**config.mk**
```make
export PLATFORM = sky130hd
export DESIGN_NAME = rv16_div_unit
export DESIGN_NICKNAME = d
export VERILOG_FILES = /design/src/rtl/rv16_div_pkg.sv /design/src/rtl/rv16_sub_unit.sv /design/src/rtl/rv16_div_unit.sv
export SDC_FILE = /design/constraint.sdc
export NUM_CORES = 1
export LEC_CHECK = 0
export BUFFER_PORTS_ARGS = -buffer_cell sky130_fd_sc_hd__buf_2
export CAP_MARGIN = 20
export CORE_MARGIN = 2
export CORE_UTILIZATION = 35
export DETAILED_ROUTE_END_ITERATION = 8
export PLACE_DENSITY_LB_ADDON = 0.3
export SYNTH_ARGS = -nofsm -noshare
export SYNTH_HDL_FRONTEND = slang
export SYNTH_SLANG_ARGS = --single-unit
```
**constraint.sdc**
```tcl
create_clock -name clk -period 6.51 [get_ports clk]
set_input_delay 0.651 -clock clk [delete_from_list [all_inputs] [get_ports clk]]
set_output_delay 0.651 -clock clk [all_outputs]
set_load 0.01 [all_outputs]
```
**src/rtl/rv16_div_pkg.sv**
```systemverilog
// ============================================================================
// Module : rv16_div_pkg
// Brief  : Shared state encoding and latency constants for the rv16 divider.
// Rev    : 1.0  initial release
// ============================================================================
`default_nettype none

package rv16_div_pkg;

  typedef enum logic [1:0] {
    IDLE = 2'd0,
    CALC = 2'd1,
    FIX  = 2'd2,
    DONE = 2'd3
  } div_state_t;

  localparam int DIV_LATENCY     = 18;
  localparam int SPECIAL_LATENCY = 1;

endpackage

`default_nettype wire

```
**src/rtl/rv16_sub_unit.sv**
```systemverilog
// ============================================================================
// Module : rv16_sub_unit
// Brief  : Combinational W-bit subtractor (a - b) with borrow-out.
// Rev    : 1.0  initial release
// ============================================================================
`default_nettype none

module rv16_sub_unit #(
  parameter int W = 17
) (
  input  logic [W-1:0] i_a,
  input  logic [W-1:0] i_b,
  output logic [W-1:0] o_diff,
  output logic         o_borrow
);

  assign {o_borrow, o_diff} = {1'b0, i_a} - {1'b0, i_b};

endmodule

`default_nettype wire

```
**src/rtl/rv16_div_unit.sv**
```systemverilog
// ============================================================================
// Module : rv16_div_unit
// Brief  : Multi-cycle restoring divider, one quotient bit per cycle.
// Rev    : 1.0  initial release
// ============================================================================
`default_nettype none

module rv16_div_unit
  import rv16_div_pkg::*;
#(
  parameter int DATA = 16
) (
  input  logic            clk,
  input  logic            rst,
  input  logic            div_start,
  input  logic            div_signed,
  input  logic [DATA-1:0] rs1_div_in,
  input  logic [DATA-1:0] rs2_div_in,
  output logic [DATA-1:0] rd_quot_out,
  output logic [DATA-1:0] rd_rem_out,
  output logic            div_busy,
  output logic            div_done,
  output logic            div_by_zero
);

  localparam int              CNT_W = $clog2(DATA);
  localparam logic [DATA-1:0] c_ONE = DATA'(1);
  localparam logic [DATA-1:0] c_MIN = {1'b1, {(DATA-1){1'b0}}};

  div_state_t       r_state, w_state_nxt;
  logic [CNT_W-1:0] r_cnt;
  logic [DATA-1:0]  r_rem, r_dvd, r_dvs;
  logic             r_qneg, r_rneg;

  logic            w_a_neg, w_b_neg, w_div0, w_ovf, w_borrow, w_unused;
  logic [DATA-1:0] w_abs_a, w_abs_b, w_rem_nxt, w_q_nxt, w_q_fix, w_r_fix;
  logic [DATA:0]   w_shift, w_diff;

  assign w_a_neg = div_signed & rs1_div_in[DATA-1];
  assign w_b_neg = div_signed & rs2_div_in[DATA-1];
  assign w_abs_a = w_a_neg ? (~rs1_div_in + c_ONE) : rs1_div_in;
  assign w_abs_b = w_b_neg ? (~rs2_div_in + c_ONE) : rs2_div_in;
  assign w_div0  = (rs2_div_in == '0);
  assign w_ovf   = div_signed && (rs1_div_in == c_MIN) && (rs2_div_in == '1);

  // Dividend register doubles as the quotient: bits shift out of the top
  // into the remainder while quotient bits shift in at the bottom.
  assign w_shift = {r_rem, r_dvd[DATA-1]};

  rv16_sub_unit #(.W(DATA + 1)) u_trial_sub (
    .i_a      (w_shift),
    .i_b      ({1'b0, r_dvs}),
    .o_diff   (w_diff),
    .o_borrow (w_borrow)
  );

  // On success the difference is below the divisor, so its top bit is zero.
  assign w_unused  = w_diff[DATA];
  assign w_rem_nxt = w_borrow ? w_shift[DATA-1:0] : w_diff[DATA-1:0];
  assign w_q_nxt   = {r_dvd[DATA-2:0], ~w_borrow};
  assign w_q_fix   = r_qneg ? (~r_dvd + c_ONE) : r_dvd;
  assign w_r_fix   = r_rneg ? (~r_rem + c_ONE) : r_rem;

  assign div_busy = (r_state != IDLE);
  assign div_done = (r_state == DONE);

  always_comb begin
    w_state_nxt = r_state;
    case (r_state)
      IDLE: if (div_start) w_state_nxt = (w_div0 || w_ovf) ? DONE : CALC;
      CALC: if (r_cnt == CNT_W'(DATA - 1)) w_state_nxt = FIX;
      FIX:  w_state_nxt = DONE;
      DONE: w_state_nxt = IDLE;
      default: w_state_nxt = IDLE;
    endcase
  end

  always_ff @(posedge clk) begin
    if (rst) begin
      r_state     <= IDLE;
      r_cnt       <= '0;
      r_rem       <= '0;
      r_dvd       <= '0;
      r_dvs       <= '0;
      r_qneg      <= 1'b0;
      r_rneg      <= 1'b0;
      rd_quot_out <= '0;
      rd_rem_out  <= '0;
      div_by_zero <= 1'b0;
    end else begin
      r_state <= w_state_nxt;
      case (r_state)
        IDLE: begin
          if (div_start) begin
            r_dvd  <= w_abs_a;
            r_dvs  <= w_abs_b;
            r_qneg <= w_a_neg ^ w_b_neg;
            r_rneg <= w_a_neg;
            r_rem  <= '0;
            r_cnt  <= '0;
            if (w_div0) begin
              rd_quot_out <= '1;
              rd_rem_out  <= rs1_div_in;
              div_by_zero <= 1'b1;
            end else if (w_ovf) begin
              rd_quot_out <= c_MIN;
              rd_rem_out  <= '0;
              div_by_zero <= 1'b0;
            end
          end
        end
        CALC: begin
          r_rem <= w_rem_nxt;
          r_dvd <= w_q_nxt;
          r_cnt <= r_cnt + CNT_W'(1);
        end
        FIX: begin
          rd_quot_out <= w_q_fix;
          rd_rem_out  <= w_r_fix;
          div_by_zero <= 1'b0;
        end
        default: ;
      endcase
    end
  end

endmodule

`default_nettype wire

```
* Word-level counts from Yosys, hierarchy flattened *
Index checks and enable logic that the tools add are counted.

word-level totals
  flip-flop bits (word level) = 89
  output and inout bits = 35
  word-level logic and storage cells = 72

cells by class
  $add $sub $neg = 6
  equal/unequal tests = 9
  multiplexer cells = 27
  bitwise logic cells = 8
  reductions and logical operators = 12

operators with widths
  kind                     count
  $mux W16                 13
  $pmux W16 S2             4
  $add A16 B1 Y16 const B  4
  $not A16 Y16             4
  $eq A16 B16 Y1 const B   2
  $sub A17 B16 Y18         1
  $logic_not A16 Y1        1
  $pmux W2 S4              1
  $pmux W4 S2              1
  $mux W2                  3
  $reduce_and A2 Y1        3
  $reduce_bool A2 Y1       3
  $add A4 B1 Y4 const B    1
  $eq A2 B2 Y1 const B     2
  $eq A4 B4 Y1 const B     1
  $mux W4                  1
  $ne A2 B2 Y1 const B     2
  $mux W1                  3
  $ne A3 B3 Y1 const B     1
  $reduce_and A3 Y1        1
  $and A1 B1 Y1            2
  $eq A2 B1 Y1 const B     1
  $logic_and A1 B1 Y1      2
  $logic_not A2 Y1         1
  other kinds (4)          4

* Logic depth before layout (Yosys ltp) *
Gate-level depths: netlist of run 1.

  word-level depth = 7
  depth in mapped cells = 11
  gate-level depth less buffers = 10

* By module *
A second synthesis of run 1 with hierarchy kept.

unflattened totals
  cell total of the unflattened synthesis = 757
  area total of the unflattened synthesis = 5883.1 um^2

modules (own cells, without submodules)
  module         instances  cells each  area each (um^2)
  rv16_div_unit  1          639         5034.8
  rv16_sub_unit  1          118         848.3

* Worst setup path after synthesis of run 1 *
OpenSTA, ideal clock, no wires.

  kind = input port to flip-flop
  start = input rs2_div_in[2]
  end = register rd_rem_out[5]
  setup time = 0.120 ns
  arrival = 2.603 ns
  path slack = 3.787 ns
  stages on the path = 10
  buffers on the path = 4
  path through = buf_2 or3_1 or4_1 clkbuf_1 o211ai_1 o211ai_1 buf_2 buf_6 a22oi_1 nand2_1

on the way
  longest elaborated chain between the ends = 4
  elaborated cells between the ends (all ways) = 8

RTL lines
  what                                                         line                                       text
  start: declaration                                           rv16_div_unit.sv:18                        input logic [DATA-1:0] rs2_div_in,
  $eq A16 B16 Y1 or $logic_not A16 Y1 (tied branches)          rv16_div_unit.sv:44, rv16_div_unit.sv:43
  $logic_and A1 B1 Y1 or $mux W16 (tied branches)              rv16_div_unit.sv:44, rv16_div_unit.sv:101
  $ne A3 B3 Y1 (no line) or $mux W16 (tied branches)           --
  $reduce_and A3 Y1 (no line) or $pmux W16 S2 (tied branches)  --
  end signal: assignment                                       rv16_div_unit.sv:103                       rd_rem_out <= rs1_div_in;
  end signal: assignment                                       rv16_div_unit.sv:119                       rd_rem_out <= w_r_fix;
  end: declaration                                             rv16_div_unit.sv:20                        output logic [DATA-1:0] rd_rem_out,

Several ways; a longest one is shown, not always the timed one. The select of a mux whose other input is x is not followed.
A chain may end at the register's enable or synchronous reset.

* Worst setup path in the final report of run 1 *
  start = input rs1_div_in[2]
  end = register rd_rem_out[0]

on the way
  longest elaborated chain between the ends = 5

RTL lines
  what                               line                 text
  start: declaration                 rv16_div_unit.sv:17  input logic [DATA-1:0] rs1_div_in,
  $eq A16 B16 Y1                     rv16_div_unit.sv:44  assign w_ovf = div_signed && (rs1_div_in == c_MIN) && (rs2_div_in == '1);
  $logic_and A1 B1 Y1 (2 in series)  rv16_div_unit.sv:44
  $ne A3 B3 Y1 (no line)             --
  $reduce_and A3 Y1 (no line)        --

Every way passes these cells.

==> results.txt, run 1 <==
----------------------------------------------------
[Critical path]
  CP arrival ... roughly 3 ns
  Worst reg2reg endpoint ... r_rem[12]
  Slowest stage delay, CP ... between 0.6 and 0.7 ns
  Crit path capture type ... flop
  Internal reg-to-reg setup slack ... approximately 3.8 ns
  Setup CP Type ... input pin to flop
  Top cell family by delay on the critical path ... simple AND/OR/NAND/NOR gates
  Slowest library cell on the worst path ... or4_4
  Data required time at the worst endpoint ... just under 7 ns
  Critical path buffers and inverters ... 2
  Beginning of the worst register-to-register path ... r_dvd[15]
  Cell chain of the critical path ... buf_2, nor4_4, nand3b_1, or4_4, a211oi_4, buf_4, a22oi_1, o21ai_1
  Critical-path maximum fanout ... 29
  Setup crit start kind ... input pin
  Number of cells traversed by the worst register-to-register path ... 10

[Global routing]
  Wire length of the first global-routing pass ... approximately 28000 µm
  Antenna violations before repair ... 0
  Global-route congestion overflow total ... 0
  Number of global-route vias before repair ... between 5000 and 6000
  Maximum number of pins on one net before global-route repair ... 55
  Global routing usage summed across all routing layers ... around 19%

[Power and ir drop]
  Sequential group share of total power ... about a third
  Maximum VDD drop ... roughly 0.15 mV
  Switch Pwr ... a little under 1 mW
  Overall Power ... 2.31 mW
  Clock power share ... about 25%
  Pwr/cell area ... about 340 nW/µm²
  P_int ... 1.35 mW
  Proportion of total power due to net switching ... 41.7%
  Part of the total power dissipated in combinational logic ... between 40% and 50%
  Leakage power total ... 2.72 nW

[Clock tree]
  H-tree levels ... 3
  Clock transition time at the flip-flop clock pins of the worst setup and hold paths ... roughly 0.070 ns
  Count of hold-fix buffers inserted at cts ... 0
  Clk_lat worst skew ... approximately 0.35 ns
  Clock Tree Buf Depth ... 2
  Number of gates resized after CTS ... 0
  Buffers inserted during post-CTS setup optimization ... 0
  Clock Sinks ... 89
  Clock tree from TritonCTS ... built
  Cell at the root of the clock tree ... clkbuf_16
  Inserted Clock Buffers ... 9

[Min path]
  WHS Endpoint ... rd_quot_out[5]
  Hold wc startpoint ... rd_quot_out[5]
  Hold crit path type ... flop to flop
  Worst Hold Path Cells ... 2

[Placed design]
  IO buf count ... 70
  Sum of net half-perimeters after detailed placement ... about 13000 µm
  Last weighted congestion value of the routability-driven placer ... ~0.9

[Yosys]
  Async set-or-reset flop fraction in the synthesized netlist ... 0%
  Area fraction in compound gates after synthesis ... 24.3%
  Sequential fraction of the synthesis area ... just over 30%
  Number of distinct library cell variants in the gate-level netlist after synthesis ... 59
  Syn avg cell area ... roughly 7.6 µm²
  Main combinational cell family by area after synthesis ... simple AND/OR/NAND/NOR gates
  Total number of yosys warnings ... 0
  Proportion of synthesized area in mux cells ... less than 1%
  Xor and xnor area share after synthesis ... about a tenth
  Post-Synth Adder-Cell Area ... under 10%
  Synthesized instance count ... 781
  Number of enable-type register cells in the synthesized netlist ... 0
  Count of state elements after synthesis ... 89
  Syn_nets ... between 800 and 900
  Synthesized cell area ... about 5900 µm²
  Most used DFF post-synth ... dfxtp_1
  Simple-gate share of the synthesized area ... approximately a quarter

[Floorplan]
  Core area ... between 15000 and 20000 µm²
  Floorplan die area ... between 15000 and 20000 µm²
  Die boundary width ... between 100 and 150 µm
  Initial Util ... a little over a third
  IO Pins ... just over 70
  Std-Cell Rows ... 47
  Height of the die ... 134 µm

[Timing]
  Slew at the pin closest to its max-slew limit ... between 0.8 and 0.9 ns
  Worst clock skew on the final layout ... approximately 0.012 ns
  Setup Viol. Count Final ... 0
  Accumulated negative setup slack ... 0 ns
  Final critical-path required period ... around 2.8 ns
  Number of pins exceeding their max-slew limit in the final report ... 0
  Normalized max-slew margin ... a little under half
  Final worst path period share ... 43.2%
  Unrepaired setup endpoints after global routing ... false
  Max Clk Rate ... 0.356 GHz
  Final-report hold violation count ... 0

[Final layout]
  # nets final ... 892
  Final antenna diode count ... 0
  P&R area growth vs syn ... 14.5%
  Share of post-route cells with drive strength above 1 ... roughly an eighth

[Routing]
  Drt pass-1 iters ... 5
  1st-iter DRT viols ... about 450
  Number of antenna-violating nets in the routed design ... 0
  Per-cell routed wire length ... between 15 and 20 µm
  Post-Route WL ... around 17000 µm
  Via count of the routed design ... roughly 5800
  DR vias/cell ... around 5.5
  Detailed-route DRC error count ... 0

[Run status]
  Status ... finished clean

[Flow run]
  Max-Cap Viols ... 0

----------------------------------------------------
==> routing by layer <==
layer | up-vias | GRT usage (%) | wire [µm]
met5 | - | 0 | 0
met4 | 0 | 4.67 | 192
met1 | 2643 | 30.5 | 8870
met3 | 13 | 3.82 | 1170
li1 | 2914 | - | -
met2 | 182 | 26.4 | 6990
==> worst register-to-register path: stages (launching register included) <==
cell and delay, ns:
dfxtp_1 0.31, inv_1 0.10, ha_1 0.19, inv_1 0.06, fa_1 0.43, a211oi_1 0.35
o21ai_1 0.22, a2111oi_0 0.47, nor3_1 0.13, xnor2_1 0.21, o211ai_1 0.11
==> Yosys cell counts (all sizes together), types with 4 or more instances <==
cell type / n / share of area, %
nand2: 129 / 8.2
dfxtp: 89 / 30
nor2: 58 / 3.7
xnor2: 52 / 7.7
a21oi: 50 / 4.2
o21ai: 42 / 3.6
clkbuf: 36 / 2.3
inv: 30 / 1.9
a22oi: 26 / 3.3
ha: 26 / 5.5
nor3: 21 / 1.8
o211ai: 20 / 2.5
nand4: 19 / 2.0
o31ai: 18 / 2.3
a211oi: 17 / 2.2
nand3: 15 / 1.3
or4: 13 / 1.7
or3: 12 / 1.3
xor2: 11 / 1.6
a31oi: 10 / 1.1
nand2b: 10 / 1.1
buf: 8 / 0.89
o41ai: 7 / 1.0
nor2b: 6 / 0.64
or2: 5 / 0.53
a21o: 4 / 0.51
and2: 4 / 0.42
nand3b: 4 / 0.51
nor4: 4 / 0.68
o21a: 4 / 0.51
==> placed cells by master, fill, tap and decap left out, types with 6 or more instances in the layout <==
master       n
o21ai_1     26
o31ai_1     18
inv_1       28
nor2b_1      6
or4_1       12
or3_1       12
nand4_1     19
buf_2       70
nor3_1      21
nand2b_1    10
xnor2_1     52
xor2_1      11
nand3_1     15
a22oi_1     26
a31oi_1     10
nor2_1      58
dfxtp_1     89
ha_1        26
o211ai_1    20
clkbuf_16    9
nand2_1    129
buf_4       11
a21oi_1     50
o21ai_0     16
o41ai_1      7
a211oi_1    16
==> cell type report <==
| cell class | count | area (µm²) |
|---|---|---|
| clock buffers | 11 | 243 |
| clock inverters | 5 | 86.3 |
| fillers | 1726 | 9770 |
| inverters | 30 | 113 |
| multi-input cells | 618 | 3830 |
| flip-flops and latches | 89 | 1780 |
| well taps | 220 | 275 |
| repair buffers | 81 | 433 |
==> per-stage QoR <==
stage	util (%)	cell area (µm²)	setup WS [ns]	hold slack [ns]	instances
after floorplan	-	5900	3.79	0.436	781
after CTS	40.9	6760	3.73	0.441	1054
final	40.9	6760	3.70	0.435	1054
after detailed placement	38.9	6430	3.37	0.432	1038
after global placement	38.9	6430	3.43	0.426	1038
after global routing	40.9	6760	3.48	0.469	1054
==> flip-flops by register name, indices dropped and copies added, names as in the netlist, 2 cells and up <==
signal / cells
r_dvd: 16
rd_quot_out: 16
rd_rem_out: 16
r_state: 2
r_rem: 16
r_dvs: 16
r_cnt: 4
==> cell families after synthesis <==
logic type,after synthesis
multiplexers,3
XOR/XNOR,63
AND/OR/NAND/NOR,307
buffers and inverters,74
flip-flops,89
adder cells (fa/ha/maj),27
AO/OA/AOI/OAI,218
==> worst max path at each step <==
stage	from	endpoint	depth (start not counted)
after floorplan	rs2_div_in[2]	rd_rem_out[5]	10
after global placement	div_signed	rd_rem_out[14]	8
after detailed placement	div_signed	rd_rem_out[0]	8
after CTS	div_signed	rd_rem_out[0]	8
after global routing	r_dvd[15]	r_rem[12]	10
final	rs1_div_in[2]	rd_rem_out[0]	8
==> power groups by stage <==
stage          sequential [mW]  combinational, mW  clock, mW
2_1_floorplan            0.705              0.764          0
3_3_place_gp             0.735              0.988          0
3_5_place_dp             0.739              0.990          0
4_1_cts                  0.725              0.995      0.589
5_1_grt                  0.741               1.12      0.616
6_report                 0.728               1.00      0.582
Power figures use the tool's default switching activity.
==> inputs of run 2 (changes only) <==
==> constraint.sdc (replaced) <==
create_clock -name clk -period 2.91 [get_ports clk]
set_input_delay 0.291 -clock clk [delete_from_list [all_inputs] [get_ports clk]]
set_output_delay 0.291 -clock clk [all_outputs]
set_load 0.01 [all_outputs]
==> run 2 against run 1 <==
  * Non-clock buffer count is 10 higher
  * Critical endpoint is now r_rem[12]
  * Sequential cell count stayed put
  * Via count is 1.0% higher
  * Largest power group unchanged
  * Die area stayed put
==> results.txt, run 2 (synthesis results as in run 1) <==
----------------------------------------------------
[Critical path]
  Crit path capture type ... flop
  Setup CP Type ... flop to flop
  Slowest stage delay, CP ... 0.45 ns (-0.17 ns)
  Setup crit start kind ... flop
  Slowest library cell on the worst path ... a2111oi_0
  CP arrival ... 2.79 ns (-0.30 ns)
  Critical-path maximum fanout ... 3 (-90%)
  Most common cell type on the critical path ... inv_1
  Data required time at the worst endpoint ... 3.13 ns (-3.66 ns)
  Cell chain of the critical path ... inv_1, ha_1, inv_1, fa_1, a211oi_1, o21ai_1, a2111oi_0, nor3_1, xnor2_1, o211ai_1

[Clock tree]
  Clock Sinks ... 89 (unchanged)
  Cell at the root of the clock tree ... clkbuf_16
  Number of gates resized after CTS ... 0 (unchanged)
  Clock tree from TritonCTS ... built
  Count of hold-fix buffers inserted at cts ... 0 (unchanged)
  Buffers inserted during post-CTS setup optimization ... 0 (unchanged)
  H-tree levels ... 3 (unchanged)
  Clock transition time at the flip-flop clock pins of the worst setup and hold paths ... 0.07 ns (about the same)
  Clock Tree Buf Depth ... 2 (unchanged)
  Clk_lat worst skew ... 0.35 ns (about the same)
  Inserted Clock Buffers ... 9 (unchanged)

[Timing]
  Final critical-path required period ... 2.57 ns
  Accumulated negative setup slack ... 0 ns (unchanged)
  Unrepaired setup endpoints after global routing ... false
  Worst setup slack after layout ... 0.342 ns (-3.36 ns)
  Worst clock skew on the final layout ... 0.00868 ns (-0.00352 ns)
  Final worst path period share ... 88.3%
  Max Clk Rate ... ~0.39 GHz
  Normalized max-slew margin ... 41.2% (-3.9 points)
  Slew at the pin closest to its max-slew limit ... 0.876 ns (+0.0587 ns)
  Final-report hold violation count ... 0 (unchanged)
  Number of pins exceeding their max-slew limit in the final report ... 0 (unchanged)
  Setup Viol. Count Final ... 0 (unchanged)

[Run status]
  Status ... finished clean

[Placed design]
  Last weighted congestion value of the routability-driven placer ... 0.863 (-1.9%)
  IO buf count ... 70 (unchanged)
  Pre-CTS WS ... 0.352 ns (-3.01 ns)
  Sum of net half-perimeters after detailed placement ... 13300 µm (+2.3%)

[Floorplan]
  Floorplan die area ... 17900 µm² (unchanged)
  Height of the die ... 134 µm (unchanged)
  Core area ... 16500 µm² (unchanged)
  Initial Util ... 35.7% (unchanged)
  Die boundary width ... 134 µm (unchanged)
  IO Pins ... 71 (unchanged)
  Std-Cell Rows ... 47 (unchanged)

[Flow run]
  Max-Cap Viols ... 0 (unchanged)

[Global routing]
  Global routing usage summed across all routing layers ... 19.7% (+0.39 points)
  Number of global-route vias before repair ... 5288 (+4.5%)
  Antenna violations before repair ... 0 (unchanged)
  Global-route congestion overflow total ... 0 (unchanged)
  Maximum number of pins on one net before global-route repair ... 34 (-38%)
  Wire length of the first global-routing pass ... 28300 µm (+2.0%)

[Routing]
  DR vias/cell ... 5.46 (about the same)
  Per-cell routed wire length ... 16.4 µm (+0.15%)
  Detailed-route DRC error count ... 0 (unchanged)
  Drt pass-1 iters ... 5 (unchanged)
  1st-iter DRT viols ... 511 (+14%)
  Post-Route WL ... 17400 µm (+1.1%)
  Via count of the routed design ... 5811 (+1.0%)
  Number of antenna-violating nets in the routed design ... 0 (unchanged)

[Final layout]
  Share of post-route cells with drive strength above 1 ... 13.9% (+1.2 points)
  Final design utilization ... 41.1% (+0.16 points)
  # nets final ... 902 (+1.1%)
  Final antenna diode count ... 0 (unchanged)
  Layout fillers ... 1748 (+1.3%)
  P&R area growth vs syn ... 15.0%
  Commonest non-fill, non-tap cells in the layout ... nand2_1, dfxtp_1, buf_2
  Most common cell after layout, fill and taps aside ... nand2_1

[Power and ir drop]
  Maximum VDD drop ... 0.374 mV (+150%)
  Leakage power total ... 2.75 nW (+1.0%)
  Pwr/cell area ... 741 nW/µm² (+120%)

[Min path]
  Hold crit path type ... input pin to flop

----------------------------------------------------
## run 2: final cells by class
type                       instances  area (µm²)  share of cell area, %
clock buffer                       9         225                   3.32
clock inverter                     7        55.1                  0.811
inverter                          30         113                   1.66
multi-input combinational        618        3830                   56.4
sequential                        89        1780                   26.3
tap                              220         275                   4.06
timing repair buffer              91         508                   7.49
## run 2: path summary, 6_finish.rpt
kind	from	endpoint	slack, ns	cells after the start
setup / recovery	r_dvd[15]	r_rem[12]	0.34	10
hold / removal	rs1_div_in[5]	rd_rem_out[5]	0.24	3
hold reg to reg	rd_quot_out[6]	rd_quot_out[6]	0.45	2
setup reg to reg	r_dvd[15]	r_rem[12]	0.34	10
## run 2: worst max-delay path: cells and delay by family (launching register included)
family          cells  cell delay [ns]
compound gates      4             1.06
fa+ha+maj           2             0.59
flops               1             0.32
xor+xnor            1             0.18
buf+inv             2             0.17
simple gates        1             0.14
## run 2: routing by layer
metal  vias up  track usage (%)  routed length [µm]
met1      2661             29.9                8810
met4         0             6.15                 293
li1       2940                -                   -
met3        20             3.85                1290
met2       190             27.7                7030
met5         -                0                   0
## run 2: stage by stage
stage	area (µm²)	hold WS, ns	instances	power (mW)
after floorplan	5900	0.390	781	3.29
after global placement	6500	0.425	1048	3.90
after detailed placement	6500	0.443	1048	3.91
after CTS	6790	0.229	1064	5.04
after global routing	6790	0.237	1064	5.40
final	6790	0.238	1064	5.03
## run 2: power breakdown
group	switching (mW)	total (mW)	internal [mW]
clock network	0.525	1.11	0.588
registers	0.217	1.63	1.41
logic	1.44	2.29	0.852
total	2.18	5.03	2.85
